==> src/rtl/phy_rx_pkg.sv <==
// rtl/phy_rx_pkg.sv - shared receive-side constants: COM symbol and sync FSM encoding
package phy_rx_pkg;

  localparam logic [7:0] COM = 8'hBC;

  typedef enum logic [1:0] {
    LOSS_SYNC = 2'd0,
    ALIGN     = 2'd1,
    IN_SYNC   = 2'd2
  } state_t;

endpackage

==> src/rtl/unstrip_ctrl_com_detect.sv <==
// rtl/unstrip_ctrl_com_detect.sv - flags a qualified COM byte on the unstriped stream
module com_detect
  import phy_rx_pkg::*;
(
  input  logic [7:0] data_in,
  input  logic       valid_in,
  output logic       is_com
);

  assign is_com = valid_in && (data_in == COM);

endmodule

==> src/rtl/unstrip_ctrl.sv <==
// rtl/unstrip_ctrl.sv - COM-based sync FSM, lane tagging and payload forwarding; UNSTRIP_CTRL_ERRCNT_EN adds err_cnt
module unstrip_ctrl
  import phy_rx_pkg::*;
#(
  parameter int COM_NEEDED = 4,
  parameter int MAX_GAP    = 16
) (
  input  logic       clk_2f,
  input  logic       reset_L,
  input  logic [7:0] data_in,
  input  logic       valid_in,
  output logic [7:0] data_out,
  output logic       valid_out,
  output logic       lane_out,
  output logic       active
`ifdef UNSTRIP_CTRL_ERRCNT_EN
  ,
  output logic [7:0] err_cnt
`endif
);

  localparam int CW = $clog2(COM_NEEDED + 1);
  localparam int GW = $clog2(MAX_GAP + 1);

  state_t        state, state_nxt;
  logic [CW-1:0] com_cnt, com_nxt;
  logic [GW-1:0] gap_cnt, gap_nxt;
  logic          lane_sel, lane_nxt;
  logic          is_com;
  logic          fwd;
  logic          sync_lost;

  com_detect u_com_detect (
    .data_in  (data_in),
    .valid_in (valid_in),
    .is_com   (is_com)
  );

  always_ff @(posedge clk_2f or negedge reset_L) begin
    if (!reset_L) begin
      state    <= LOSS_SYNC;
      com_cnt  <= '0;
      gap_cnt  <= '0;
      lane_sel <= 1'b0;
    end else begin
      state    <= state_nxt;
      com_cnt  <= com_nxt;
      gap_cnt  <= gap_nxt;
      lane_sel <= lane_nxt;
    end
  end

  // Idle cycles (valid_in=0) fall through every branch with all state held.
  always_comb begin
    state_nxt = state;
    com_nxt   = com_cnt;
    gap_nxt   = gap_cnt;
    lane_nxt  = lane_sel;
    case (state)
      LOSS_SYNC: begin
        if (is_com) begin
          com_nxt = CW'(1);
          if (COM_NEEDED <= 1) begin
            state_nxt = IN_SYNC;
            gap_nxt   = '0;
            lane_nxt  = 1'b0;
          end else begin
            state_nxt = ALIGN;
          end
        end
      end
      ALIGN: begin
        if (is_com) begin
          if (com_cnt >= CW'(COM_NEEDED - 1)) begin
            com_nxt   = CW'(COM_NEEDED);
            state_nxt = IN_SYNC;
            gap_nxt   = '0;
            lane_nxt  = 1'b0;
          end else begin
            com_nxt = com_cnt + CW'(1);
          end
        end else if (valid_in) begin
          state_nxt = LOSS_SYNC;
          com_nxt   = '0;
        end
      end
      IN_SYNC: begin
        if (is_com) begin
          gap_nxt  = '0;
          lane_nxt = 1'b0;
        end else if (valid_in) begin
          if (gap_cnt == GW'(MAX_GAP)) begin
            state_nxt = LOSS_SYNC;
            com_nxt   = '0;
          end else begin
            gap_nxt  = gap_cnt + GW'(1);
            lane_nxt = ~lane_sel;
          end
        end
      end
      default: begin
        state_nxt = LOSS_SYNC;
        com_nxt   = '0;
        gap_nxt   = '0;
        lane_nxt  = 1'b0;
      end
    endcase
  end

  always_comb begin
    fwd       = (state == IN_SYNC) && valid_in && !is_com && (gap_cnt != GW'(MAX_GAP));
    sync_lost = (state == IN_SYNC) && (state_nxt == LOSS_SYNC);
  end

  always_ff @(posedge clk_2f or negedge reset_L) begin
    if (!reset_L) begin
      data_out  <= 8'h00;
      valid_out <= 1'b0;
      lane_out  <= 1'b0;
      active    <= 1'b0;
    end else begin
      valid_out <= fwd;
      active    <= (state_nxt == IN_SYNC);
      if (fwd) begin
        data_out <= data_in;
        lane_out <= lane_sel;
      end
    end
  end

`ifdef UNSTRIP_CTRL_ERRCNT_EN
  always_ff @(posedge clk_2f or negedge reset_L) begin
    if (!reset_L) begin
      err_cnt <= 8'h00;
    end else if (sync_lost && (err_cnt != 8'hFF)) begin
      err_cnt <= err_cnt + 8'h01;
    end
  end
`else
  logic unused_sync_lost;
  assign unused_sync_lost = sync_lost;
`endif

endmodule

==> config.mk <==
export PLATFORM = sky130hd
export DESIGN_NAME = unstrip_ctrl
export DESIGN_NICKNAME = d
export VERILOG_FILES = /design/src/rtl/phy_rx_pkg.sv /design/src/rtl/unstrip_ctrl_com_detect.sv /design/src/rtl/unstrip_ctrl.sv
export SDC_FILE = /design/constraint.sdc
export NUM_CORES = 1
export LEC_CHECK = 0
export ABC_AREA = 1
export CAP_MARGIN = 20
export CORE_UTILIZATION = 55
export DETAILED_ROUTE_END_ITERATION = 8
export HOLD_SLACK_MARGIN = 0.06
export MAX_ROUTING_LAYER = met4
export PLACE_DENSITY = 0.87
export SETUP_SLACK_MARGIN = 0.05
export SKIP_CTS_REPAIR_TIMING = 1
export SYNTH_ARGS = -nofsm -noshare
export SYNTH_HDL_FRONTEND = slang
export SYNTH_SLANG_ARGS = --single-unit
==> constraint.sdc <==
create_clock -name clk_2f -period 2.89 [get_ports clk_2f]
set_clock_uncertainty 0.2 [all_clocks]
set_input_delay 0.4335 -clock clk_2f [delete_from_list [all_inputs] [get_ports clk_2f]]
set_output_delay 0.4335 -clock clk_2f [all_outputs]
set_load 0.02 [all_outputs]
==> flow_results.org <==
** Status
- Status :: complete, no violations

** Logic synthesis
- Most frequent cell after synthesis :: sky130_fd_sc_hd__nand2_1
- The synthesized netlist contains 22 unique library cells.
- Counting every instance in the synthesized netlist gives 142.
- Synthesized area per cell :: 8.344 µm²
- The synthesized design contains 22 register bits.
- Total standard cell area after synthesis :: 0.001185 mm²
- For this run, the leading register cell type out of synthesis is sky130_fd_sc_hd__dfrtp_1.
- Post-synth EDFFs :: 0
- Nets in the synthesized netlist :: 157
- Top cells by instance count after synthesis :: sky130_fd_sc_hd__nand2_1, sky130_fd_sc_hd__dfrtp_1, sky130_fd_sc_hd__nand3_1
- Synth async-reset ratio :: 100.0%
- Share of the synthesized area in the top cell type :: 46.46%
- Portion of the post-synthesis area used by sequential elements :: 46.46%
- Of all cell types, the one taking the most synthesized area is sky130_fd_sc_hd__dfrtp_1.
- By area the synthesized netlist is led by sky130_fd_sc_hd__dfrtp_1, sky130_fd_sc_hd__nand2_1, sky130_fd_sc_hd__nand3_1, sky130_fd_sc_hd__ha_1, sky130_fd_sc_hd__inv_1.
- Yosys printed 0 warnings.

** Route
- DRC errors left :: 0
- Iteration-0 DRC count of the detailed router :: 30
- DR vias :: 983
- First-pass DRT Iterations :: 4
- Routed length per instance :: 11.77 µm
- Summed over all layers, the routed wires come to 2271 µm.
- Vias per inst :: 5.093
- Once detail routing completed, the nets flagged for antenna violations numbered 0.

** Worst setup path
- In this run the critical register-to-register path is captured at com_cnt[0].
- Crit Path Max Fanout :: 2
- Data arrival at the endpoint of the critical path :: 1.28 ns
- The worst setup path is captured at an output pin.
- Cell with the largest stage delay on the worst path :: sky130_fd_sc_hd__clkdlybuf4s50_1
- Chain of cells forming the critical path :: clkdlybuf4s50_1
- Cell type group with the largest total delay on the critical path :: buffers and inverters
- Critical path start-end classification :: register to output pin
- For the worst flop-to-flop path, the logic depth is 9.
- For the worst setup path, the data required time is 2.26 ns.
- Setup slack of the worst register-to-register path :: 1.06 ns
- STA classifies the critical path startpoint as a register.
- For this run, the slowest stage of the critical path takes 0.60 ns.
- Reg2reg start :: com_cnt[0]
- Counting both buffers and inverters, the worst setup path holds a total of 1.

** GRT
- Global routing used 22.65% of the available tracks across all layers.
- Met1 Track Usage GR :: 29.50%
- Busiest metal layer after global routing :: met2
- The number of antenna violations at the first check in global routing was 0.
- Global routing finished with a remaining overflow of 0.
- Global-route wire length before repair :: 3898 µm
- Met2 Track Usage GR :: 36.15%
- Entering global routing, the biggest net connects 23 pins.
- The via count of the first global-routing pass came to 897.
- GR Util met3 :: 5.031%

** Clock network
- The longest clock path from root to sink contains 2 buffers.
- Clock root cell :: sky130_fd_sc_hd__clkbuf_4
- For this design, the sink count on the clock tree is 22.
- H-tree levels :: 1
- The number of clock buffers added by TritonCTS is 3.
- At the later pin of the worst-skew pair, clock insertion delay measures 0.31 ns.
- Post-CTS clock slew at the launch and capture registers of the worst setup and hold paths :: 0.11 ns
- TritonCTS built the clock tree.

** Final layout
- Fraction of layout instances using a drive strength above 1 :: 16.27%
- The layout has 165 filler cells.
- The multi-input combinational cells in the finished layout cover a total of 559.3 µm².
- Area growth from synthesis to final layout :: 22.18%
- Registers take 550.5 µm².
- At the end of the flow the core is filled with cells to 72.31%.
- Fin nets :: 183
- The number of antenna diodes in the final layout is 0.

** Floorplan
- Site row count :: 16
- In this run the horizontal extent of the chip is 48.42 µm.
- Die Ht :: 48.42 µm
- I/O pin count :: 22
- The floorplan step defined a core boundary enclosing 0.002002 mm².
- Starting utilization of the core area :: 59.19%
- The die covers 0.002344 mm².

** STA
- Max Slew Vio Count :: 0
- Static timing analysis puts the maximum clock frequency at 521.5 MHz.
- The clock period could shrink to 1.918 ns.
- Final number of setup-violating endpoints :: 0
- The count of final hold-check violations came to 0.
- In the final timing run, aggregate negative setup slack is 0 ns.
- After layout, the worst path uses 66.36% of the clock period.
- Setup repair after global routing left no endpoint under its margin.
- Headroom to the max-slew limit came out at 78.17%.
- For the pin with the worst max-slew slack, the measured transition is 0.3270 ns.

** Placed design
- Placed wire-length estimate after detailed placement :: 1798 µm
- Final RePlAce weighted congestion :: 0.8407
- During placement, the flow inserted port buffers numbering 21.

** Power
- Dividing total power by cell area gives a power density of 680.8 mW/mm².
- Across the VDD grid, the largest voltage drop is 0.4190 mV.
- Leakage Power :: 0.7170 nW
- The completed layout was analyzed and its total power is 0.9855 mW.

** Job
- Max Cap Viol :: 0

** Worst hold path
- The min-delay analysis places its worst path in the category input port to asynchronous set/reset pin.
area by class of cell:
type                       count  share of cell area (%)
clock buffer                   3                   1.556
tap                           27                   2.334
timing repair buffer          22                   15.04
multi-input combinational    102                   38.63
inverter                      17                   4.408
sequential                    22                   38.03
state kept, by name, summed over array words and instances, names as in the netlist:
signal,count
lane_out,1
lane_sel,1
com_cnt,3
active,1
data_out,8
state,2
valid_out,1
gap_cnt,5
through the flow:
step / setup WS, ns / cells / hold WS, ns / area [µm²]
floorplan: 1.257 / 142 / -0.06209 / 1185
global placement: 0.7672 / 190 / 0.2580 / 1425
detailed placement: 0.7565 / 190 / 0.2583 / 1425
CTS: 0.9686 / 193 / 0.2688 / 1448
global route: 0.9238 / 193 / 0.2668 / 1448
finish: 0.9723 / 193 / 0.2556 / 1448
where the power goes:
part | internal [mW] | leakage [nW] | switching, mW
Combinational | 0.176 | 0.433 | 0.213
Clock | 0.0488 | 0.0138 | 0.0887
Sequential | 0.388 | 0.270 | 0.0712
cells by family (layout without fill, tap and decap cells):
group	count (synthesis)	in the layout	share of synthesized area (%)
simple gates	84	84	33.05
flops	22	22	46.46
buf+inv	18	42	6.336
compound gates	11	11	7.708
fa+ha+maj	4	4	4.224
xor+xnor	3	3	2.218
worst max path at each step:
stage	from	to	cells past startpoint
finish	data_out[6]	data_out[6]	1
global route	com_cnt[0]	com_cnt[0]	9
CTS	data_out[6]	data_out[6]	1
detailed placement	valid_in	data_out[5]	7
global placement	valid_in	data_out[5]	7
floorplan	com_cnt[0]	com_cnt[0]	9
placed cells by master, fill, tap and decap left out:
cell type and n:
sky130_fd_sc_hd__a21boi_1 1, sky130_fd_sc_hd__a21oi_1 1, sky130_fd_sc_hd__buf_4 1, sky130_fd_sc_hd__clkbuf_4 3
sky130_fd_sc_hd__clkdlybuf4s50_1 21, sky130_fd_sc_hd__dfrtp_1 22, sky130_fd_sc_hd__ha_1 4, sky130_fd_sc_hd__inv_1 11
sky130_fd_sc_hd__inv_2 6, sky130_fd_sc_hd__nand2_1 52, sky130_fd_sc_hd__nand2_2 4, sky130_fd_sc_hd__nand2_4 2
sky130_fd_sc_hd__nand3_1 12, sky130_fd_sc_hd__nand3_4 1, sky130_fd_sc_hd__nand4_1 1, sky130_fd_sc_hd__nor2_1 7
sky130_fd_sc_hd__nor2_2 3, sky130_fd_sc_hd__nor3_2 2, sky130_fd_sc_hd__o211ai_1 3, sky130_fd_sc_hd__o21ai_0 1
sky130_fd_sc_hd__o21ai_2 4, sky130_fd_sc_hd__o21ai_4 1, sky130_fd_sc_hd__xnor2_1 1, sky130_fd_sc_hd__xor2_1 2
routing by layer:
layer	vias to the layer above	part of all wire (%)
met5	-	0
li1	498	-
met1	456	44
met3	3	3.8
met4	0	0.75
met2	26	51
No activity file was read; power rests on OpenSTA's default activity.
